File: config.mk
export PLATFORM = sky130hd
export DESIGN_NAME = pe_weight_loader_flat
export DESIGN_NICKNAME = d
export VERILOG_FILES = /design/src/rtl/pe_weight_pkg.sv /design/src/rtl/pe_weight_loader_if.sv /design/src/rtl/pe_weight_window.sv /design/src/rtl/pe_weight_loader.sv /design/src/flat_wrapper.sv
export SDC_FILE = /design/constraint.sdc
export NUM_CORES = 1
export LEC_CHECK = 0
export ABC_CLOCK_PERIOD_IN_PS = 1700
export CORE_MARGIN = 2
export CORE_UTILIZATION = 43
export CTS_CLUSTER_SIZE = 40
export DETAILED_ROUTE_END_ITERATION = 6
export PLACE_DENSITY = 0.75
export SETUP_SLACK_MARGIN = 0.2
export SYNTH_ARGS = -nofsm -noshare
export SYNTH_HDL_FRONTEND = slang
export SYNTH_SLANG_ARGS = --single-unit
File: constraint.sdc
create_clock -name clk -period 1.7 [get_ports clk]
set_input_delay 0.255 -clock clk [delete_from_list [all_inputs] [get_ports clk]]
set_output_delay 0.255 -clock clk [all_outputs]
set_load 0.03 [all_outputs]
File: src/rtl/pe_weight_pkg.sv
// Shared definitions for the per-PE weight buffer (loader and circular read side).
package pe_weight_pkg;

  localparam int unsigned DEF_DATA_W     = 16;
  localparam int unsigned DEF_ROWS       = 8;
  localparam int unsigned DEF_COLS       = 8;
  localparam int unsigned DEF_STREAM_LEN = 1024;

  localparam logic BANK_MU  = 1'b0;
  localparam logic BANK_VAR = 1'b1;

  typedef enum logic [2:0] {
    IDLE,
    LOAD_MU,
    LOAD_VAR,
    CHK_MU,
    CHK_VAR,
    DONE
  } state_t;

  // States in which the loader accepts stream words.
  function automatic logic is_xfer_state(input state_t s);
    return (s == LOAD_MU) || (s == LOAD_VAR) || (s == CHK_MU) || (s == CHK_VAR);
  endfunction

endpackage

File: src/rtl/pe_weight_loader_if.sv
// Stream input handshake plus bank write strobes of the weight loader.
interface pe_weight_loader_if
  import pe_weight_pkg::*;
#(
  parameter int unsigned DATA_W = DEF_DATA_W,
  parameter int unsigned ROW_W  = $clog2(DEF_ROWS),
  parameter int unsigned COL_W  = $clog2(DEF_COLS)
);

  logic              in_valid;
  logic              in_ready;
  logic [DATA_W-1:0] in_data;
  logic              wr_en;
  logic              wr_bank;
  logic [ROW_W-1:0]  wr_row;
  logic [COL_W-1:0]  wr_col;
  logic [DATA_W-1:0] wr_data;

  // Stream producer / bank owner side.
  modport master (
    output in_valid, in_data,
    input  in_ready, wr_en, wr_bank, wr_row, wr_col, wr_data
  );

  // Loader side.
  modport slave (
    input  in_valid, in_data,
    output in_ready, wr_en, wr_bank, wr_row, wr_col, wr_data
  );

endinterface

File: src/rtl/pe_weight_window.sv
// Window compare of the stream index and its split into bank row/column.
module pe_weight_window
  import pe_weight_pkg::*;
#(
  parameter int unsigned IDX_W     = 10,
  parameter int unsigned BASE_ADDR = 0,
  parameter int unsigned ROWS      = DEF_ROWS,
  parameter int unsigned COLS      = DEF_COLS,
  parameter int unsigned ROW_W     = $clog2(ROWS),
  parameter int unsigned COL_W     = $clog2(COLS)
) (
  input  logic [IDX_W-1:0] idx,
  output logic             hit_c,
  output logic [ROW_W-1:0] row_c,
  output logic [COL_W-1:0] col_c
);

  localparam int unsigned WIN   = ROWS * COLS;
  localparam int unsigned OFF_W = ROW_W + COL_W;

  logic [IDX_W:0]   diff;
  logic [OFF_W-1:0] off;

  // One extra bit makes indices below the window wrap far above it, so a
  // single unsigned compare covers both bounds.
  always_comb begin
    diff  = {1'b0, idx} - (IDX_W+1)'(BASE_ADDR);
    hit_c = diff < (IDX_W+1)'(WIN);
    off   = OFF_W'(diff);
    row_c = off[COL_W +: ROW_W];
    col_c = off[COL_W-1:0];
  end

endmodule

File: src/rtl/pe_weight_loader.sv
// Serial mu/var weight stream loader for one PE buffer.
// Optional trailer checksum per bank: define PE_WEIGHT_LOADER_CHECKSUM_EN.
module pe_weight_loader
  import pe_weight_pkg::*;
#(
  parameter int unsigned DATA_W     = DEF_DATA_W,
  parameter int unsigned ROWS       = DEF_ROWS,
  parameter int unsigned COLS       = DEF_COLS,
  parameter int unsigned STREAM_LEN = DEF_STREAM_LEN,
  parameter int unsigned BASE_ADDR  = 0
) (
  input  logic                clk,
  input  logic                rst,
  input  logic                start,
  pe_weight_loader_if.slave   bus,
  output logic                busy,
  output logic                done,
  output logic                mu_loaded,
  output logic                var_loaded,
  output logic                chk_err
);

  localparam int unsigned IDX_W = $clog2(STREAM_LEN);
  localparam int unsigned ROW_W = $clog2(ROWS);
  localparam int unsigned COL_W = $clog2(COLS);
  localparam logic [IDX_W-1:0] LAST_IDX = IDX_W'(STREAM_LEN - 1);

  if (BASE_ADDR + ROWS * COLS > STREAM_LEN) begin : g_bad_cfg
    $error("pe_weight_loader: BASE_ADDR window runs past STREAM_LEN");
  end

  state_t            state;
  state_t            state_nxt;
  logic [IDX_W-1:0]  idx;
  logic              in_ready_q;
  logic              busy_q;
  logic              done_q;
  logic              mu_loaded_q;
  logic              var_loaded_q;
  logic              wr_en_q;
  logic              wr_bank_q;
  logic [ROW_W-1:0]  wr_row_q;
  logic [COL_W-1:0]  wr_col_q;
  logic [DATA_W-1:0] wr_data_q;

  logic              start_c;
  logic              xfer_c;
  logic              in_load_c;
  logic              last_c;
  logic              keep_c;
  logic              hit_c;
  logic [ROW_W-1:0]  row_c;
  logic [COL_W-1:0]  col_c;

  pe_weight_window #(
    .IDX_W     (IDX_W),
    .BASE_ADDR (BASE_ADDR),
    .ROWS      (ROWS),
    .COLS      (COLS)
  ) u_window (
    .idx   (idx),
    .hit_c (hit_c),
    .row_c (row_c),
    .col_c (col_c)
  );

  // Handshake and window qualifiers for the current cycle.
  always_comb begin
    start_c   = start && ((state == IDLE) || (state == DONE));
    xfer_c    = bus.in_valid && in_ready_q;
    in_load_c = (state == LOAD_MU) || (state == LOAD_VAR);
    last_c    = (idx == LAST_IDX);
    keep_c    = xfer_c && in_load_c && hit_c;
  end

  // State register.
  always_ff @(posedge clk or posedge rst) begin
    if (rst) state <= IDLE;
    else     state <= state_nxt;
  end

  // Next-state logic; the mu->var handover has no idle gap.
  always_comb begin
    state_nxt = state;
    case (state)
      IDLE, DONE: if (start_c) state_nxt = LOAD_MU;
`ifdef PE_WEIGHT_LOADER_CHECKSUM_EN
      LOAD_MU:    if (xfer_c && last_c) state_nxt = CHK_MU;
      CHK_MU:     if (xfer_c)           state_nxt = LOAD_VAR;
      LOAD_VAR:   if (xfer_c && last_c) state_nxt = CHK_VAR;
      CHK_VAR:    if (xfer_c)           state_nxt = DONE;
`else
      LOAD_MU:    if (xfer_c && last_c) state_nxt = LOAD_VAR;
      LOAD_VAR:   if (xfer_c && last_c) state_nxt = DONE;
`endif
      default:    state_nxt = IDLE;
    endcase
  end

  // Handshake/status flags registered from the next state so they track it exactly.
  always_ff @(posedge clk or posedge rst) begin
    if (rst) begin
      in_ready_q <= 1'b0;
      busy_q     <= 1'b0;
    end else begin
      in_ready_q <= is_xfer_state(state_nxt);
      busy_q     <= (state_nxt != IDLE) && (state_nxt != DONE);
    end
  end

  // Stream index and sticky completion flags.
  always_ff @(posedge clk or posedge rst) begin
    if (rst) begin
      idx          <= '0;
      done_q       <= 1'b0;
      mu_loaded_q  <= 1'b0;
      var_loaded_q <= 1'b0;
    end else if (start_c) begin
      idx          <= '0;
      done_q       <= 1'b0;
      mu_loaded_q  <= 1'b0;
      var_loaded_q <= 1'b0;
    end else begin
      if (xfer_c && in_load_c) idx <= last_c ? '0 : idx + IDX_W'(1);
      if (xfer_c && last_c && (state == LOAD_MU))  mu_loaded_q  <= 1'b1;
      if (xfer_c && last_c && (state == LOAD_VAR)) var_loaded_q <= 1'b1;
      if ((state_nxt == DONE) && (state != DONE))  done_q       <= 1'b1;
    end
  end

  // Bank write strobe, one cycle after each kept transfer.
  always_ff @(posedge clk or posedge rst) begin
    if (rst) begin
      wr_en_q   <= 1'b0;
      wr_bank_q <= BANK_MU;
      wr_row_q  <= '0;
      wr_col_q  <= '0;
      wr_data_q <= '0;
    end else begin
      wr_en_q <= keep_c;
      if (keep_c) begin
        wr_bank_q <= (state == LOAD_VAR) ? BANK_VAR : BANK_MU;
        wr_row_q  <= row_c;
        wr_col_q  <= col_c;
        wr_data_q <= bus.in_data;
      end
    end
  end

`ifdef PE_WEIGHT_LOADER_CHECKSUM_EN
  logic [DATA_W-1:0] sum_q;
  logic              chk_err_q;

  // Per-bank modulo sum of kept words, compared against the trailer word.
  always_ff @(posedge clk or posedge rst) begin
    if (rst) begin
      sum_q     <= '0;
      chk_err_q <= 1'b0;
    end else begin
      if (start_c || (xfer_c && (state == CHK_MU))) sum_q <= '0;
      else if (keep_c)                               sum_q <= sum_q + bus.in_data;
      if (start_c) chk_err_q <= 1'b0;
      else if (xfer_c && ((state == CHK_MU) || (state == CHK_VAR)) && (bus.in_data != sum_q))
        chk_err_q <= 1'b1;
    end
  end

  assign chk_err = chk_err_q;
`else
  assign chk_err = 1'b0;
`endif

  assign bus.in_ready = in_ready_q;
  assign bus.wr_en    = wr_en_q;
  assign bus.wr_bank  = wr_bank_q;
  assign bus.wr_row   = wr_row_q;
  assign bus.wr_col   = wr_col_q;
  assign bus.wr_data  = wr_data_q;
  assign busy         = busy_q;
  assign done         = done_q;
  assign mu_loaded    = mu_loaded_q;
  assign var_loaded   = var_loaded_q;

endmodule

File: src/flat_wrapper.sv
// flat-port wrapper written by rule: the top's interface ports become plain ports
module pe_weight_loader_flat import pe_weight_pkg::*;
#(
  parameter int unsigned DATA_W     = DEF_DATA_W,
  parameter int unsigned ROWS       = DEF_ROWS,
  parameter int unsigned COLS       = DEF_COLS,
  parameter int unsigned STREAM_LEN = DEF_STREAM_LEN,
  parameter int unsigned BASE_ADDR  = 0
)
  (clk, rst, start, busy, done, mu_loaded, var_loaded, chk_err, bus_in_valid, bus_in_data, bus_in_ready, bus_wr_en, bus_wr_bank, bus_wr_row, bus_wr_col, bus_wr_data);
  pe_weight_loader_if #(.DATA_W(DATA_W)) bus_i ();
  input  logic clk;
  input  logic rst;
  input  logic start;
  output logic busy;
  output logic done;
  output logic mu_loaded;
  output logic var_loaded;
  output logic chk_err;
  input wire logic [$bits(bus_i.in_valid)-1:0] bus_in_valid;
  input wire logic [$bits(bus_i.in_data)-1:0] bus_in_data;
  output wire logic [$bits(bus_i.in_ready)-1:0] bus_in_ready;
  output wire logic [$bits(bus_i.wr_en)-1:0] bus_wr_en;
  output wire logic [$bits(bus_i.wr_bank)-1:0] bus_wr_bank;
  output wire logic [$bits(bus_i.wr_row)-1:0] bus_wr_row;
  output wire logic [$bits(bus_i.wr_col)-1:0] bus_wr_col;
  output wire logic [$bits(bus_i.wr_data)-1:0] bus_wr_data;
  assign bus_i.in_valid = bus_in_valid;
  assign bus_i.in_data = bus_in_data;
  assign bus_in_ready = bus_i.in_ready;
  assign bus_wr_en = bus_i.wr_en;
  assign bus_wr_bank = bus_i.wr_bank;
  assign bus_wr_row = bus_i.wr_row;
  assign bus_wr_col = bus_i.wr_col;
  assign bus_wr_data = bus_i.wr_data;
  pe_weight_loader #(.DATA_W(DATA_W), .ROWS(ROWS), .COLS(COLS), .STREAM_LEN(STREAM_LEN), .BASE_ADDR(BASE_ADDR)) u_core (.clk(clk), .rst(rst), .start(start), .bus(bus_i), .busy(busy), .done(done), .mu_loaded(mu_loaded), .var_loaded(var_loaded), .chk_err(chk_err));
endmodule
==> flow_summary.ini <==
[clock_tree]
clkSinkCount = 42
clk_latency_ps = 300
h-tree-depth = 2
cts_root_buf = clkbuf_8
path_clk_slew_ps = 80
tritoncts = done
numCtsBuffers = 5
holdBufCountCts = 0
cts.path.max_buffers = 2

[final_layout]
finalNonFillerCells = 290
area_growth_pct = 51.9
multi_input_area_um2 = 1010
n_fill_cell = 331
seq_area_um2 = 1050
nets = 259
drive_gt1_share_pct = 33.6
diodes = 0

[pwr]
p_clk_share_pct = 15.3
switchingPower_w = 0.00154
swShare_pct = 38.5
p_leak_nw = 1.38
seq_power_share_pct = 36.5
pwr-share-comb_pct = 48.2
powerDensity_nw_per_um2 = 1360
p_int_w = 0.00247
ir_worst_vdd_v = 0.000611

[yosys]
synth-async-reset-ratio_pct = 100
synth_cell_types = 44
synth_largest_area_cell = dfrtp_1
synth_flop_cell = dfrtp_1
yosys_warnings = 0
netlist_instances = 163
synth_top_area_share_pct = 54.3
synth_edf_count = 0
yosys-top-cells-count = dfrtp_1, mux2_1, nand2_1, nand3_1, and3_1
ys_seq_elements = 42
synth_area_um2 = 1940
synth.avg_cell_area_um2 = 11.9
synth_nets = 184
post-synth-top-count-cell = dfrtp_1
ys_seq_area_share_pct = 54.3
synthTopCellsByArea = dfrtp_1, mux2_1, nand3_1

[grt]
antenna_found_initial = 0
grt_pass1_vias = 1562
grt_overflow = 0
track_usage_pct = 18.6
grt_start_max_net_pins = 19
grt_pass1_wl_um = 7380

[timing]
hold_violations = 0
setup_ws_ps = 56.5
min_period_over_period_pct = 96.7
max_freq_mhz = 608
finalSetupViolations = 0
skew_ps = 4.78
period_minus_slack_ps = 1640
maxSlewViolCount = 0
rsz0062_at_grt = true

[floorplan]
start_util_pct = 44.5
fp-row-count = 24
die_area_um2 = 5060
ios = 50
design.core.area_um2 = 4350
die_h_um = 71.1
die_w_um = 71.1

[worst_setup_path]
cpLargestDelayFamily = simple AND/OR/NAND/NOR gates
cp.buffers_inverters = 1
slowest_delay_ps = 440
critPathLaunchType = flip-flop
worstSetupPathType = flip-flop to flip-flop
cp_data_arrival_time_ps = 1820
critPathCaptureType = flip-flop
slowest_stage = dfrtp_2
cp.required_ps = 1880
crit_path_max_fanout = 12
crit_chain = xnor2_2 > nor3_2 > and3_4 > buf_12 > mux2_1

[route]
vias_per_cell = 5.42
drcViolationCount = 0
first_pass_iters = 4
vias = 1572
wl_um = 4700
post_drt_wl_per_cell_um = 16.2
first_iter_violations = 70
drtAntennaViolNets = 0

[flow_run]
timing.max_cap.violations = 0

[placed_design]
hpwl_um = 2960
placed_cells = 274
dpl_worst_slack_ps = -145
port-buffer-count = 48
place_congestion = 0.805

[status]
outcome = complete, no violations

[min_path]
hold_class = input pin to async pin
==> cell type report <==
cell class	count	area share [%]
Clock buffer	5	2.34
Clock inverter	2	0.340
Inverter	5	0.638
Multi-Input combinational cell	107	34.3
Sequential cell	42	35.8
Tap cell	52	2.21
Timing Repair Buffer	77	24.4
==> placed cells by master (no fill, tap or decap), types with 3 or more instances in the layout <==
cell type / count
dfrtp_1: 40
dlygate4sd2_1: 29
clkdlybuf4s50_1: 19
buf_4: 19
mux2_4: 12
mux2_1: 10
nand3_1: 9
nand2_1: 8
buf_6: 7
inv_1: 5
a31oi_1: 5
clkbuf_8: 5
and3_4: 3
nand2b_1: 3
a21oi_2: 3
==> final timing paths <==
path,startpoint,to,slack (ps),cells after the start
max in group asynchronous,rst,u_core.bus.wr_col[0],1160,3
setup reg to reg,u_core.state[0],u_core.bus.wr_data[6],60,5
min in group clk,u_core.bus.wr_data[5],u_core.bus.wr_data[5],480,1
hold reg to reg,u_core.bus.wr_data[5],u_core.bus.wr_data[5],480,1
setup / recovery,u_core.state[0],u_core.bus.wr_data[6],60,5
hold / removal,rst,u_core.bus.wr_bank,300,3
==> kinds of logic (layout without fill, tap and decap cells) <==
group | after synthesis | in the layout | synth area share [%]
adder cells (fa/ha/maj) | 1 | 1 | 0.646
multiplexers | 24 | 24 | 13.8
AO/OA/AOI/OAI | 30 | 30 | 11.5
AND/OR/NAND/NOR | 49 | 49 | 14.5
XOR/XNOR | 2 | 2 | 0.905
flip-flops | 42 | 42 | 54.3
other | 1 | 1 | 0.194
buffers and inverters | 14 | 89 | 4.13
==> what timing repair did <==
action / in CTS / in global routing
endpoints found under the setup margin: 61 / 38
setup buffers: 3 / 5
gates resized for setup: 45 / 34
pin swaps: 9 / 15
cloned: 1 / 0
==> metrics by stage <==
stage                     area (µm²)  power (W)  hold WS (ps)  utilization (%)  setup TNS, ps
after floorplan                 1960    0.00250           390                -              0
after global placement          2590    0.00319           466             59.6          -2390
after detailed placement        2590    0.00323           474             59.6          -2870
after CTS                       2760    0.00376           305             63.3              0
after global routing            2940    0.00421           335             67.6          -22.9
final                           2940    0.00401           300             67.6              0
==> metal layers <==
layer,global-route usage (%),part of all wire [%],vias to the layer above
li1,-,-,742
met1,24.7,45,773
met2,29.8,48,50
met3,5.13,5.6,7
met4,5.87,1.2,0
met5,0,0,-
==> power by group through the flow <==
stage	registers, W	clock network [W]	logic, W
after CTS	0.00145	0.000628	0.00168
after floorplan	0.00194	0	0.000555
after global routing	0.00150	0.000668	0.00204
after global placement	0.00147	0	0.00172
final	0.00146	0.000616	0.00193
after detailed placement	0.00148	0	0.00175
==> state kept, by name, summed over array words and instances, names as in the netlist <==
register / cells
u_core.bus.in_ready: 1
u_core.bus.wr_bank: 1
u_core.bus.wr_col: 3
u_core.bus.wr_data: 16
u_core.bus.wr_en: 1
u_core.bus.wr_row: 3
u_core.busy: 1
u_core.done: 1
u_core.idx: 10
u_core.mu_loaded: 1
u_core.state: 3
u_core.var_loaded: 1
==> tightest hold or removal path: stages <==
cell             delay, ps
clkdlybuf4s50_1        400
inv_1                   90
buf_4                  200
Note: power is estimated with default switching activity, not from simulation.
==> variant 1 (config.mk and constraints unchanged) <==
Add a define of `PE_WEIGHT_LOADER_CHECKSUM_EN`.
--- a/src/rtl/pe_weight_loader.sv
+++ b/src/rtl/pe_weight_loader.sv
@@ -1,5 +1,7 @@
 // Serial mu/var weight stream loader for one PE buffer.
 // Optional trailer checksum per bank: define PE_WEIGHT_LOADER_CHECKSUM_EN.
+`define PE_WEIGHT_LOADER_CHECKSUM_EN
+
 module pe_weight_loader
   import pe_weight_pkg::*;
 #(
Function: no difference found for any inputs over 10 cycles, from zero or initial values and one cycle with rst high; that may be too few to reach the edited logic, so the function may still have changed.
==> variant 1 against the unedited design <==
The run now ends with negative setup slack left; power grew 88%; sequential cell count up 17; critical path depth is 3 higher; sequential share of layout area shrank 8.4 points; worst setup slack got worse by 0.55 ns; combinational power increased by 110%; non-clock buffer count up 64; sequential power grew 42%; synthesized area grew 66%; routed wire length grew 130%; design area grew 84%; largest power group unchanged.
==> variant 1: results (changes against the unedited design) <==
status: "complete, but fails checks"  # was finished clean
violations: "negative setup slack"
muxShareOfSynthArea: 0.003114  # was 0.1382
crit_slowest_cell: "dfrtp_1"  # was dfrtp_2
wl_per_cell_um: 17.73  # was 16.20 um
drtIter0Drc: 134  # was 70
leakage_nw: 2.555  # was 1.379 nW
place_hpwl_um: 6086  # was 2955 um
ys_top_cells_by_area: "dfrtp_1 46%, nand2_1 12%, ha_1 6.2%"  # was dfrtp_1 54%, mux2_1 13%, nand3_1 2.6%
arrival_ns: 2.43  # was 1.82 ns
cpPeakStageDelay_ns: 0.39  # was 0.44 ns
path_max_fanout: 3  # was 12
drive_above_1_share: 0.4238  # was 0.3361
timing.final.ws_setup_ns: -0.4931  # was 0.05646 ns
place_area_um2: 4503  # was 2595 um2
io_buffers: 49  # was 48
synth-xor-area-share: 0.05177  # was 0.009044
setup_viol: 13  # was 0
cts_htree_levels: 3  # was 2
vdd_drop_max_uv: 576.8  # was 611.3 uV
grt_use_total: 0.2307  # was 0.1860
crit_family: "compound AO/OA/AOI/OAI gates"  # was simple AND/OR/NAND/NOR gates
cts_setup_buffers: 11  # was 3
synthesis.nets: 393  # was 184
dp.cells: 560  # was 274
nets: 537  # was 259
netlist_top_cells_count: "104 x nand2_1, 59 x dfrtp_1, 28 x o21ai_0"  # was 42 x dfrtp_1, 22 x mux2_1, 10 x nand2_1, 10 x nand3_1, 6 x and3_1
r2r_cells: 8  # was 5
ys_types: 53  # was 44
grt_max_degree: 36  # was 19
avgSynthCellArea_um2: 9.029  # was 11.88 um2
synth_adder_area_share: 0.07162  # was 0.006460
fin_skew_ns: 0.01286  # was 0.004782 ns
rr_endpoint: "u_core.sum_q[12]"  # was u_core.bus.wr_data[6]
yosysSeqAreaShare: 0.4593  # was 0.5426
via_per_inst: 5.541  # was 5.421
dpl_worst_slack_ns: -0.7034  # was -0.1446 ns
cts.repair.resized: 76  # was 45
variant 1: metal layers:
metal	routed length, um	GRT usage	vias up
met5	0	0	-
met4	381	0.07692	0
met3	411	0.05092	43
met2	5485	0.3949	106
met1	4429	0.2882	1661
li1	-	-	1537
variant 1: power groups by stage:
| stage | sequential [mW] | clock [mW] | combinational [mW] |
|---|---|---|---|
| 6_report | 2.08 | 1.45 | 4.00 |
| 3_3_place_gp | 2.04 | 0 | 2.98 |
| 4_1_cts | 2.03 | 1.44 | 3.37 |
| 3_5_place_dp | 2.05 | 0 | 3.08 |
| 5_1_grt | 2.12 | 1.51 | 4.26 |
| 2_1_floorplan | 2.21 | 0 | 1.74 |
variant 1: layout make-up:
type,instances,area share
multi-input combinational,283,0.4112
sequential,59,0.2743
timing repair buffer,141,0.2435
clock buffer,9,0.02293
tap,99,0.02293
clock inverter,7,0.01714
inverter,5,0.006486
timing repair inverter,1,0.001621
==> variant 2 (config.mk and constraints unchanged) <==
Without the edit above. Re-encode `state_t` (6 states) as one-hot, 6 bits wide.
--- a/src/rtl/pe_weight_pkg.sv
+++ b/src/rtl/pe_weight_pkg.sv
@@ -9,13 +9,13 @@
   localparam logic BANK_MU  = 1'b0;
   localparam logic BANK_VAR = 1'b1;
 
-  typedef enum logic [2:0] {
-    IDLE,
-    LOAD_MU,
-    LOAD_VAR,
-    CHK_MU,
-    CHK_VAR,
-    DONE
+  typedef enum logic [5:0] {
+    IDLE     = 6'b000001,
+    LOAD_MU  = 6'b000010,
+    LOAD_VAR = 6'b000100,
+    CHK_MU   = 6'b001000,
+    CHK_VAR  = 6'b010000,
+    DONE     = 6'b100000
   } state_t;
 
   // States in which the loader accepts stream words.
Function: same outputs for any inputs over 10 cycles, from zero or initial values and one cycle with rst high; not proved beyond that.
==> variant 2 against the unedited design <==
The flow now finishes with violations (negative setup slack); non-clock buffer count up 5; clock skew down 0.0024 ns; sequential cell count up 3; synthesized cell count down 2.5%; count of clock-buffer cells in the layout unchanged; synthesized area up 5.0%; worst setup slack worse by 0.17 ns; routed wire length up 2.4%; design area up 6.3%; worst hold slack worse by 0.050 ns; critical path type unchanged.
Power is not compared: it rests on default switching activity, and its combinational part moved more than twofold at a synthesized area within 25%.
==> variant 2: results (changes against the unedited design) <==
status: "complete, but fails checks"  # was finished clean
violations: "negative setup slack"
vias: 1599  # was 1,572
nets: 266  # was 259
fin_setup_tns_ns: -0.6207  # was 0 ns
place_hpwl_um: 2960  # was 2955 um
path_max_fanout: 7  # was 12
netlist_top_cells_count: "44 x dfrtp_1, 18 x mux2_4, 14 x nand2_1"  # was 42 x dfrtp_1, 22 x mux2_1, 10 x nand2_1, 10 x nand3_1, 6 x and3_1
arrival_ns: 2.00  # was 1.82 ns
fill_cells: 327  # was 331
drtIter0Drc: 98  # was 70
ys_top_cells_by_area: "dfrtp_1 54%, mux2_4 13%, nand2_1 2.6%"  # was dfrtp_1 54%, mux2_1 13%, nand3_1 2.6%
postRouteWirelength_um: 4808  # was 4697 um
grt_use_total: 0.1920  # was 0.1860
wl_met3_um: 281  # was 263 um
ys_types: 42  # was 44
routabilityCongestion: 0.8109  # was 0.8046
grt_pass1_wl_um: 7693  # was 7383 um
fin_skew_ns: 0.002376  # was 0.004782 ns
timing.final.ws_setup_ns: -0.1130  # was 0.05646 ns
met2WireLength_um: 2397  # was 2242 um
diodes: 0  # unchanged
drt-met1-wl_um: 2072  # was 2135 um
drive_above_1_share: 0.3714  # was 0.3361
setup_viol: 13  # was 0
yosysSeqAreaShare: 0.5541  # was 0.5426
place_area_um2: 2733  # was 2595 um2
[variant 2: worst paths after layout]
kind | endpoint | cells past startpoint | from
max | u_core.idx[8] | 5 | u_core.state[1]
min | u_core.bus.wr_data[15] | 2 | rst
max reg2reg | u_core.idx[8] | 5 | u_core.state[1]
min reg2reg | u_core.var_loaded | 1 | u_core.var_loaded
max in group asynchronous | u_core.bus.wr_data[10] | 3 | rst
min in group clk | u_core.var_loaded | 1 | u_core.var_loaded
[variant 2: per-layer routing]
layer  global-route usage  vias up
met3              0.05249        7
met4              0.06173        0
met2               0.3152       56
met1               0.2471      790
li1                     -      746
met5                    0        -
[variant 2: power groups by stage]
stage	clock (mW)	combinational, mW	sequential (mW)
floorplan	0	0.0469	1.12
global placement	0	0.131	1.11
detailed placement	0	0.132	1.11
CTS	0.790	0.135	1.09
global route	0.847	0.151	1.09
finish	0.785	0.140	1.09
[variant 2: cells by family (layout without fill, tap and decap cells)]
kind of cell             count (synthesis)  after routing  share of synthesized area
buffers and inverters                   11             93                    0.03874
XOR/XNOR                                 3              3                    0.01292
adder cells (fa/ha/maj)                  1              1                   0.006149
multiplexers                            23             23                     0.1599
AO/OA/AOI/OAI                           24             24                    0.07565
other                                    1              3                   0.001843
AND/OR/NAND/NOR                         51             53                     0.1507
flip-flops                              45             45                     0.5541
[variant 2: cell type report]
class | count | share of cell area
clock buffer | 5 | 0.02201
clock inverter | 2 | 0.01120
inverter | 4 | 0.004802
multi-input combinational | 107 | 0.3277
sequential | 45 | 0.3605
tap | 54 | 0.02161
timing repair buffer | 82 | 0.2521
[variant 2: per-stage QoR]
| step | setup slack [ns] | power, mW | hold slack (ns) | utilization | cells |
|---|---|---|---|---|---|
| 3_3_place_gp | -0.1933 | 1.239 | 0.4759 | 0.5903 | 279 |
| 2_1_floorplan | -0.09997 | 1.164 | 0.3416 | - | 161 |
| 3_5_place_dp | -0.2241 | 1.241 | 0.4859 | 0.5903 | 279 |
| 5_1_grt | -0.1542 | 2.088 | 0.2888 | 0.6754 | 299 |
| 6_report | -0.1130 | 2.013 | 0.2504 | 0.6754 | 299 |
| 4_1_cts | -0.08349 | 2.013 | 0.2717 | 0.6497 | 297 |
[variant 2: worst max-delay path: stages, from the launching register on]
cell and delay, ns:
dfrtp_1 0.41, or4_4 0.55, or3_4 0.41, buf_8 0.16
o211ai_1 0.10, nand2_1 0.07
[variant 2: repair_timing]
| item | 4_1_cts | 5_1_grt |
|---|---|---|
| buffers inserted | 9 | 2 |
| resized for setup | 49 | 19 |
| pin swaps | 6 | 8 |
| setup endpoints to repair | 69 | 41 |
| endpoints found under the hold margin | 0 | 0 |
| gates cloned | 2 | 0 |
